`config.mk`:
```
export PLATFORM = sky130hd
export DESIGN_NAME = load_store_unit
export DESIGN_NICKNAME = d
export VERILOG_FILES = /design/src/rtl/load_store_unit_pkg.sv /design/src/rtl/load_store_unit_align.sv /design/src/rtl/load_store_unit.sv
export SDC_FILE = /design/constraint.sdc
export NUM_CORES = 1
export LEC_CHECK = 0
export CAP_MARGIN = 20
export CORE_MARGIN = 5
export CORE_UTILIZATION = 50
export CTS_BUF_LIST = sky130_fd_sc_hd__clkbuf_8
export DETAILED_ROUTE_END_ITERATION = 8
export PLACE_DENSITY = 0.83
export SETUP_SLACK_MARGIN = 0.5
export SLEW_MARGIN = 20
export SYNTH_ARGS = -nofsm -noshare
export SYNTH_HDL_FRONTEND = slang
export SYNTH_SLANG_ARGS = --single-unit
```
`constraint.sdc`:
```
create_clock -name clock -period 2.8 [get_ports clock]
set_input_delay 0.28 -clock clock [delete_from_list [all_inputs] [get_ports clock]]
set_output_delay 0.28 -clock clock [all_outputs]
set_load 0.005 [all_outputs]
```
`src/rtl/load_store_unit_pkg.sv`:
```
// -----------------------------------------------------------------------------
// load_store_unit_pkg
//   Shared types and constants for the load/store unit and its data memory
//   interface. Contents:
//     word_t                   - 32-bit data word
//     mem_en_t                 - memory access direction (read / write)
//     data_memory_interface_t  - request bundle driven towards data_memory
//     F3_*                     - RISC-V load/store width codes (funct3)
//     lsu_state_t              - load/store unit control states
//     funct3_fault()           - width/alignment legality check
// -----------------------------------------------------------------------------
package load_store_unit_pkg;

   typedef logic [31:0] word_t;

   typedef enum logic {
      MEM_READ_EN  = 1'b0,
      MEM_WRITE_EN = 1'b1
   } mem_en_t;

   typedef struct packed {
      logic    mem_enable;
      mem_en_t mem_en;
      word_t   address;
      word_t   data_in;
   } data_memory_interface_t;

   // Quiescent memory request: nothing enabled, direction parked on read.
   localparam data_memory_interface_t MEM_IDLE = '{
      mem_enable : 1'b0,
      mem_en     : MEM_READ_EN,
      address    : 32'h0,
      data_in    : 32'h0
   };

   localparam logic [2:0] F3_B  = 3'b000;
   localparam logic [2:0] F3_H  = 3'b001;
   localparam logic [2:0] F3_W  = 3'b010;
   localparam logic [2:0] F3_BU = 3'b100;
   localparam logic [2:0] F3_HU = 3'b101;

   typedef enum logic [2:0] {
      ST_IDLE,
      ST_READ,
      ST_WAIT,
      ST_WRITE,
      ST_RESP
   } lsu_state_t;

   // Wait counter holds 0 .. READ_LATENCY-1; READ_LATENCY is at most 4.
   localparam int unsigned LAT_CNT_W = 2;

   // Returns 1 when the width code is unusable for this access: reserved
   // codes, unsigned widths on a store, or a lane offset that would split the
   // access across a word boundary.
   function automatic logic funct3_fault(input logic [2:0] funct3,
                                         input logic       write,
                                         input logic [1:0] lane);
      logic fault;
      case (funct3)
         F3_B:    fault = 1'b0;
         F3_H:    fault = lane[0];
         F3_W:    fault = |lane;
         F3_BU:   fault = write;
         F3_HU:   fault = write | lane[0];
         default: fault = 1'b1;
      endcase
      return fault;
   endfunction

endpackage

```
`src/rtl/load_store_unit_align.sv`:
```
// -----------------------------------------------------------------------------
// lsu_align
//   Purely combinational lane logic for the load/store unit.
//   Ports:
//     i_funct3     - width code of the access
//     i_lane       - byte offset within the word (address[1:0])
//     i_rdata      - word read from memory
//     i_wdata      - right-aligned store data
//     o_load_data  - selected lane, sign- or zero-extended to 32 bits
//     o_store_word - i_rdata with the addressed lane replaced by store data
//                    (the whole of i_wdata for a word access)
// -----------------------------------------------------------------------------
module lsu_align
   import load_store_unit_pkg::*;
(
   input  logic [2:0] i_funct3,
   input  logic [1:0] i_lane,
   input  word_t      i_rdata,
   input  word_t      i_wdata,
   output word_t      o_load_data,
   output word_t      o_store_word
);

   logic [7:0]  w_byte;
   logic [15:0] w_half;

   // NOTE: every signal driven from always_comb is given a value on entry so
   // that no path through the case statements leaves it holding state; a
   // missing default here would infer a latch.
   always_comb begin
      w_byte       = 8'h00;
      w_half       = 16'h0000;
      o_load_data  = '0;
      o_store_word = i_rdata;

      case (i_lane)
         2'd0:    w_byte = i_rdata[7:0];
         2'd1:    w_byte = i_rdata[15:8];
         2'd2:    w_byte = i_rdata[23:16];
         default: w_byte = i_rdata[31:24];
      endcase
      w_half = i_lane[1] ? i_rdata[31:16] : i_rdata[15:0];

      case (i_funct3)
         F3_B:    o_load_data = {{24{w_byte[7]}}, w_byte};
         F3_BU:   o_load_data = {24'h000000, w_byte};
         F3_H:    o_load_data = {{16{w_half[15]}}, w_half};
         F3_HU:   o_load_data = {16'h0000, w_half};
         F3_W:    o_load_data = i_rdata;
         default: o_load_data = '0;
      endcase

      // Only B/H stores reach the merge; BU/HU stores are rejected up front.
      case (i_funct3)
         F3_B:    o_store_word[{i_lane, 3'b000} +: 8]     = i_wdata[7:0];
         F3_H:    o_store_word[{i_lane[1], 4'b0000} +: 16] = i_wdata[15:0];
         F3_W:    o_store_word = i_wdata;
         default: o_store_word = i_rdata;
      endcase
   end

endmodule

```
`src/rtl/load_store_unit.sv`:
```
// -----------------------------------------------------------------------------
// load_store_unit
//   Initiator side of the data memory interface. Takes one load or store at a
//   time from the execute stage, performs it against a word-only memory
//   (sub-word stores become read-modify-write) and returns a single-cycle
//   completion pulse. Illegal, misaligned or out-of-range requests complete
//   with resp_fault and never touch memory.
//   Parameters:
//     READ_LATENCY    - cycles from read request to valid mem_rdata (1..4)
//     ADDR_RANGE_BITS - byte-address bits backed by memory
//   Ports:
//     clock, reset_n   - rising-edge clock, asynchronous active-low reset
//     req_valid/ready  - request handshake (ready only while idle)
//     req_write        - 1 = store, 0 = load
//     req_funct3       - RISC-V width code
//     req_address      - byte address
//     req_wdata        - right-aligned store data
//     resp_valid       - one-cycle completion pulse
//     resp_rdata       - extended load data, 0 for stores and faults
//     resp_fault       - request rejected (valid with resp_valid)
//     mem_sig          - request bundle to data_memory
//     mem_rdata        - read data from data_memory
// -----------------------------------------------------------------------------
module load_store_unit
   import load_store_unit_pkg::*;
#(
   parameter int unsigned READ_LATENCY    = 1,
   parameter int unsigned ADDR_RANGE_BITS = 10
) (
   input  logic                   clock,
   input  logic                   reset_n,
   input  logic                   req_valid,
   output logic                   req_ready,
   input  logic                   req_write,
   input  logic [2:0]             req_funct3,
   input  logic [31:0]            req_address,
   input  logic [31:0]            req_wdata,
   output logic                   resp_valid,
   output logic [31:0]            resp_rdata,
   output logic                   resp_fault,
   output data_memory_interface_t mem_sig,
   input  word_t                  mem_rdata
);

   // Captured request
   logic                   r_write;
   logic [2:0]             r_funct3;
   logic [31:0]            r_addr;
   word_t                  r_wdata;

   // Control and registered outputs
   lsu_state_t             r_state;
   logic [LAT_CNT_W-1:0]   r_wait_cnt;
   logic                   r_req_ready;
   logic                   r_resp_valid;
   word_t                  r_resp_rdata;
   logic                   r_resp_fault;
   data_memory_interface_t r_mem_sig;

   logic                   w_fault;
   logic                   w_wait_done;
   word_t                  w_load_data;
   word_t                  w_store_word;

   // Legality is judged on the live request so a bad request never leaves IDLE
   // towards memory.
   assign w_fault = funct3_fault(req_funct3, req_write, req_address[1:0])
                    | (|(req_address >> ADDR_RANGE_BITS));

   assign w_wait_done = (r_wait_cnt == LAT_CNT_W'(READ_LATENCY - 1));

   lsu_align u_align (
      .i_funct3     (r_funct3),
      .i_lane       (r_addr[1:0]),
      .i_rdata      (mem_rdata),
      .i_wdata      (r_wdata),
      .o_load_data  (w_load_data),
      .o_store_word (w_store_word)
   );

   // All outputs are registered: each branch sets the values the outputs must
   // carry in the state being entered. The registered mem_sig.data_in doubles
   // as the write buffer for the merged word.
   // NOTE: sequential state uses non-blocking assignments only, so every
   // right-hand side sees pre-edge values and later per-branch assignments
   // cleanly override the per-cycle defaults set at the top.
   always_ff @(posedge clock or negedge reset_n) begin
      if (!reset_n) begin
         r_state      <= ST_IDLE;
         r_wait_cnt   <= '0;
         r_req_ready  <= 1'b0;
         r_resp_valid <= 1'b0;
         r_resp_rdata <= '0;
         r_resp_fault <= 1'b0;
         r_mem_sig    <= MEM_IDLE;
         r_write      <= 1'b0;
         r_funct3     <= F3_B;
         r_addr       <= '0;
         r_wdata      <= '0;
      end else begin
         r_resp_valid         <= 1'b0;
         r_resp_rdata         <= '0;
         r_resp_fault         <= 1'b0;
         r_mem_sig.mem_enable <= 1'b0;
         r_mem_sig.mem_en     <= MEM_READ_EN;
         r_mem_sig.data_in    <= '0;

         case (r_state)
            ST_IDLE: begin
               if (req_valid && r_req_ready) begin
                  r_write     <= req_write;
                  r_funct3    <= req_funct3;
                  r_addr      <= req_address;
                  r_wdata     <= req_wdata;
                  r_req_ready <= 1'b0;
                  if (w_fault) begin
                     r_state      <= ST_RESP;
                     r_resp_valid <= 1'b1;
                     r_resp_fault <= 1'b1;
                  end else if (req_write && (req_funct3 == F3_W)) begin
                     // Full-word store needs no read of the old contents.
                     r_state              <= ST_WRITE;
                     r_mem_sig.mem_enable <= 1'b1;
                     r_mem_sig.mem_en     <= MEM_WRITE_EN;
                     r_mem_sig.address    <= {req_address[31:2], 2'b00};
                     r_mem_sig.data_in    <= req_wdata;
                  end else begin
                     r_state              <= ST_READ;
                     r_mem_sig.mem_enable <= 1'b1;
                     r_mem_sig.address    <= {req_address[31:2], 2'b00};
                  end
               end else begin
                  // Ready rises one cycle after reset release and after RESP.
                  r_req_ready <= 1'b1;
               end
            end

            ST_READ: begin
               r_state    <= ST_WAIT;
               r_wait_cnt <= '0;
            end

            ST_WAIT: begin
               if (w_wait_done) begin
                  if (r_write) begin
                     r_state              <= ST_WRITE;
                     r_mem_sig.mem_enable <= 1'b1;
                     r_mem_sig.mem_en     <= MEM_WRITE_EN;
                     r_mem_sig.address    <= {r_addr[31:2], 2'b00};
                     r_mem_sig.data_in    <= w_store_word;
                  end else begin
                     r_state      <= ST_RESP;
                     r_resp_valid <= 1'b1;
                     r_resp_rdata <= w_load_data;
                  end
               end else begin
                  r_wait_cnt <= r_wait_cnt + 1'b1;
               end
            end

            ST_WRITE: begin
               r_state      <= ST_RESP;
               r_resp_valid <= 1'b1;
            end

            ST_RESP: begin
               r_state     <= ST_IDLE;
               r_req_ready <= 1'b1;
            end

            default: begin
               r_state     <= ST_IDLE;
               r_req_ready <= 1'b0;
            end
         endcase
      end
   end

   assign req_ready  = r_req_ready;
   assign resp_valid = r_resp_valid;
   assign resp_rdata = r_resp_rdata;
   assign resp_fault = r_resp_fault;
   assign mem_sig    = r_mem_sig;

endmodule

```
==> impl_metrics.csv, run 1 <==
group,metric,value,unit
timing,hold_viol_final,0,
clock_network,cts-root-buf,"clkbuf_8",
clock_network,numCtsBuffers,17,
timing,slew_headroom,0.5351,
drt,detail-route-antenna-nets,0,
setup_path,timing.rr.start,"r_addr[1]",
synth,yosysUniqueCellTypes,52,
power,ir_drop,0.0003160,V
synth,netlist_area,0.007480,sq mm
synth,ys_ff_latch,172,
run,maxCapViolCount,0,
synth,yosys-top-cells-area,"dfrtp_1, nand2_1, a21oi_1, a22oi_1, a22o_1",
timing,setup_tns,0,ns
setup_path,worstPathRequired,3.18,ns
floorplan,start_util,0.5127,
synth,syn_area_per_cell,10.08,sq um
floorplan,die_w,132.3,microns
place,portBuffers,201,
timing,fin_crit,2.257,ns
synth,synth_edf_count,0,
floorplan,fp-row-count,44,
synth,synth.most_common_cell,"nand2_1",
setup_path,end_kind,"flip-flop",
global_routing,grt_usage,0.2656,
power,p_leak,4.614,nW
drt,dr.first_iter.drc_count,878,
timing,final_max_slew_viol_count,0,
hold_path,hold_class,"in2reg",
clock_network,cts_tree,"done",
timing,tightest_slew,0.6927,ns
synth,synth_ff_type,"dfrtp_1",
drt,drc,0,
finish,utilization,0.6973,
synth,synthArstFlopShare,1.000,
synth,yosys_warnings,0,
global_routing,grt_pass1_vias,6748,
setup_path,r2r_slack,0.60,ns
global_routing,grt_start_max_net_pins,68,
place,dp_hpwl,16730,microns
drt,finalWirelength,23140,microns
timing,skew,0.009678,ns
floorplan,core-area,0.01459,sq mm
floorplan,die_area,0.01751,sq mm
global_routing,grt_pass1_wl,37110,microns
setup_path,worstSetupPathType,"in2reg",
finish,drive_above_1_share,0.08122,
drt,drtPass1Iterations,8,
global_routing,antenna_found_initial,1,
timing,period_share,0.8060,
drt,via_count,6748,
clock_network,ctsLongestPathBuffers,2,
finish,area_growth,36.00,%
setup_path,critical_path.max_fanout,24,
timing,rsz0062_at_grt,"false",
finish,final_nets,1046,
floorplan,ioPinCount,204,
synth,ys_seq_area_frac,0.5754,
floorplan,die_h,132.3,microns
synth,ys_top_cells_by_count,"nand2_1, dfrtp_1, a21oi_1",
synth,synthCells,742,
global_routing,grt-ovfl-total,0,
clock_network,clkTransAtPathRegs,0.08,ns
setup_path,cp-start-kind,"input port",
drt,vias_per_cell,5.956,
run_status,status,"finished clean",
place,gp_congestion,0.9243,
power,powerDensity,594.4,mW/mm^2
setup_path,cp.arrival,2.63,ns
synth,synth_top_area_frac,0.5754,
clock_network,h-tree-depth,4,
timing,fmax,443.1,MHz
timing,finalSetupViolCount,0,
clock_network,clock_latency,0.46,ns
setup_path,crit_start,"req_address[10]",
synth,yosysTopAreaCell,"dfrtp_1",
clock_network,clock_sinks,172,
hold_path,min-delay-start,"req_address[26]",
drt,wl_per_cell,20.42,microns
## what timing repair did
item / 4_1_cts / 5_1_grt
cloned: 0 / 0
hold buffers: 1 / 0
setup endpoints to repair: 16 / 54
gates resized for setup: 2 / 12
hold endpoints to repair: 64 / 0
pin swaps: 0 / 5
buffers inserted: 0 / 2
## flip-flops by register name (all words and copies together) (netlist names)
register and flops:
r_wait_cnt 2, r_addr 32, mem_sig 64, req_ready 1
resp_fault 1, r_state 3, r_funct3 3, resp_valid 1
resp_rdata 32, r_wdata 32, r_write 1
## placed cells by master (no fill, tap or decap), types with 14 or more instances in the layout
cell type	Yosys	routed
nand2_1	214	214
clkdlybuf4s50_1	0	200
dfrtp_1	172	168
a21oi_1	47	45
a22oi_1	29	29
o22ai_1	24	24
buf_4	2	23
a22o_1	22	22
and2_1	18	18
clkbuf_8	0	18
a221o_1	17	17
o21ai_0	15	15
inv_1	12	14
## kinds of logic (layout without fill, tap and decap cells)
kind of cell    count (synthesis)  after routing  synth area share
simple gates                  285            285            0.1705
compound gates                210            210            0.2034
flops                         172            172            0.5754
buf+inv                        66            271           0.03714
fa+ha+maj                       7              7           0.01171
other cells                     1              3         0.0005014
mux                             1              1          0.001338
## worst max-delay path, cell delays in order
cell	delay, ns
clkdlybuf4s50_1	0.42
or4_1	0.59
or4_4	0.52
or3_1	0.43
buf_12	0.18
o22ai_1	0.19
## layout make-up
| class | instances | area (sq um) |
|---|---|---|
| antenna | 1 | 2.502 |
| clock inverter | 13 | 127.6 |
| tap | 184 | 230.2 |
| sequential | 172 | 4309 |
| multi-input combinational | 505 | 2954 |
| fill | 1106 | 4417 |
| clock buffer | 18 | 247.7 |
| inverter | 12 | 45.04 |
| timing repair buffer | 228 | 2256 |
## where the power goes
part	total, mW	switching, mW	internal [mW]	leakage [nW]
clock network	1.67	0.869	0.802	0.205
logic	1.37	0.792	0.576	2.13
registers	3.01	0.267	2.74	2.28
total	6.05	1.93	4.12	4.61
## per-stage QoR
step           cells  setup WS [ns]  instance area, sq um  hold WS (ns)  power [mW]
2_1_floorplan    743         0.5098                  7486      -0.01559       3.780
3_3_place_gp    1098         0.1117                  9724        0.3184       4.302
3_5_place_dp    1098        0.06143                  9724        0.3178       4.348
4_1_cts         1130         0.5003                 10110        0.3425       6.006
5_1_grt         1133         0.4957                 10170        0.3390       6.348
6_report        1133         0.5432                 10170        0.3630       6.046
## per-layer routing
layer,global-route usage,up-vias,share of wire
met3,0.08931,53,0.11
met1,0.3633,3257,0.40
met4,0.1058,0,0.033
li1,-,3053,-
met5,0,-,0
met2,0.3928,385,0.46
## final timing paths
path	endpoint	depth (start not counted)
max	mem_sig[16]	6
max in group asynchronous	resp_rdata[25]	3
max reg2reg	mem_sig[11]	6
min reg2reg	r_wdata[19]	2
min in group asynchronous	r_wdata[1]	2
min	r_addr[26]	3
Power figures use the tool's default switching activity.
==> inputs of run 2 (changes only) <==
==> constraint.sdc (replaced) <==
create_clock -name clock -period 2.23 [get_ports clock]
set_input_delay 0.223 -clock clock [delete_from_list [all_inputs] [get_ports clock]]
set_output_delay 0.223 -clock clock [all_outputs]
set_load 0.005 [all_outputs]
==> impl_metrics.csv, run 2 (synthesis results as in run 1) <==
group,metric,value,unit
run_status,status,"finished clean",
setup_path,end_kind,"flip-flop",
place,dp_cells,1125,
timing,skew,0.01583,ns
power,p_leak,5.097,nW
timing,rsz0062_at_grt,"true",
finish,layout_common_cells,"nand2_1, clkdlybuf4s50_1, dfrtp_1",
setup_path,cp.arrival,2.50,ns
floorplan,die_area,0.01751,sq mm
timing,final_max_slew_viol_count,0,
finish,postLayoutCellArea,0.01137,sq mm
clock_network,clkTransAtPathRegs,0.09,ns
global_routing,grt_usage,0.2929,
global_routing,grt_pass1_wl,40720,microns
drt,wl_per_cell,22.45,microns
clock_network,ctsLongestPathBuffers,2,
place,gp_congestion,0.9313,
finish,area_growth,51.97,%
timing,fin_crit,2.105,ns
timing,fmax,475.2,MHz
drt,drtPass1Iterations,8,
place,portBuffers,201,
timing,hold_viol_final,0,
finish,final_nets,1113,
finish,layout.cells.most_common,"nand2_1",
timing,finalSetupViolCount,0,
clock_network,clock_sinks,172,
floorplan,ioPinCount,204,
global_routing,grt-ovfl-total,0,
setup_path,critical_path.max_fanout,8,
timing,slew_headroom,0.5543,
power,powerDensity,727.5,mW/mm^2
finish,drive_above_1_share,0.2254,
timing,tightest_slew,0.6640,ns
drt,drc,0,
global_routing,grt_start_max_net_pins,59,
floorplan,start_util,0.5127,
power,power.total,8.270,mW
setup_path,r2r_cells,8,
floorplan,fp-row-count,44,
clock_network,h-tree-depth,4,
setup_path,cp-start-kind,"flip-flop",
clock_network,cts_tree,"done",
drt,via_count,7396,
drt,vias_per_cell,6.153,
finish,utilization,0.7792,
finish,fillers,862,
clock_network,clock_latency,0.47,ns
timing,hold_ws,0.01181,ns
setup_path,worstPathRequired,2.62,ns
finish,finalNonFillerCells,1202,
hold_path,hold_class,"in2reg",
setup_path,worstSetupPathType,"reg2reg",
power,ir_drop,0.0005199,V
drt,detail-route-antenna-nets,0,
floorplan,die_w,132.3,microns
hold_path,whs_path_depth,3,
drt,dr.first_iter.drc_count,951,
clock_network,numCtsBuffers,17,
drt,finalWirelength,26980,microns
floorplan,core-area,0.01459,sq mm
clock_network,cts-root-buf,"clkbuf_8",
floorplan,die_h,132.3,microns
place,dp_hpwl,17340,microns
run,maxCapViolCount,0,
place,place_area,0.009966,sq mm
global_routing,antenna_found_initial,2,
timing,period_share,0.9437,
global_routing,grt_pass1_vias,7230,
finish,largest_reg_flops,64,
-- run 2: cell count changes in the layout (fill, tap and decap cells not counted), moves of 7 or more --
cell | previous run | this run
buf_4 | 23 | 58
a21oi_1 | 45 | 18
a21oi_2 | 2 | 28
clkdlybuf4s50_1 | 200 | 178
buf_6 | 1 | 20
o22ai_1 | 24 | 11
a22oi_1 | 29 | 19
a22oi_2 | 0 | 10
o22ai_2 | 0 | 9
dlygate4sd3_1 | 1 | 9
buf_2 | 0 | 7
dlygate4sd2_1 | 0 | 7
-- run 2: layout make-up --
type	instances	area, sq um	area share
diodes	2	5.005	0.0004403
repair buffers	295	2927	0.2575
clock buffers	21	289.0	0.02543
flip-flops and latches	172	4310	0.3792
clock inverters	11	95.09	0.008365
inverters	12	50.05	0.004403
well taps	184	230.2	0.02025
multi-input cells	505	3461	0.3045
-- run 2: worst max-delay path, stage by stage (launching register included) --
cell,delay (ns)
dfrtp_2,0.48
inv_4,0.12
ha_4,0.21
buf_4,0.15
nor4bb_2,0.31
buf_4,0.24
a32oi_1,0.16
a21oi_1,0.22
a221o_1,0.15
-- run 2: layer usage --
metal	GRT usage	wire (microns)	vias to the layer above
met5	0	0	-
li1	-	-	3182
met4	0.1335	1334	0
met1	0.3832	10180	3632
met2	0.4596	12700	476
met3	0.07748	2765	106
-- run 2: path summary, 6_finish.rpt --
path / startpoint / endpoint / slack, ns
worst max-delay path: r_addr[1] / mem_sig[26] / 0.13
worst min-delay path: req_address[31] / r_addr[31] / 0.01
worst max register to register: r_addr[1] / mem_sig[26] / 0.13
worst min register to register: r_addr[6] / r_addr[6] / 0.48
max in group asynchronous: reset_n / resp_rdata[26] / 1.16
min in group asynchronous: reset_n / mem_sig[3] / 0.28
-- run 2: through the flow --
stage | setup TNS [ns] | setup slack (ns)
6_report | 0 | 0.1255
5_1_grt | 0 | 0.08019
4_1_cts | 0 | 0.2695
3_5_place_dp | -15.33 | -0.3982
3_3_place_gp | -14.08 | -0.3192
2_1_floorplan | 0 | 0.1219
-- run 2: where the power goes --
| group | switching (mW) | internal (mW) |
|---|---|---|
| clock network | 1.12 | 0.992 |
| logic | 1.34 | 1.04 |
| registers | 0.335 | 3.44 |
-- run 2: what timing repair did --
action / CTS / global route
gates resized for setup: 145 / 50
setup buffers: 19 / 7
cloned: 5 / 3
hold buffers: 8 / 1
endpoints found under the setup margin: 101 / 97
pin swaps: 50 / 17
endpoints found under the hold margin: 61 / 1
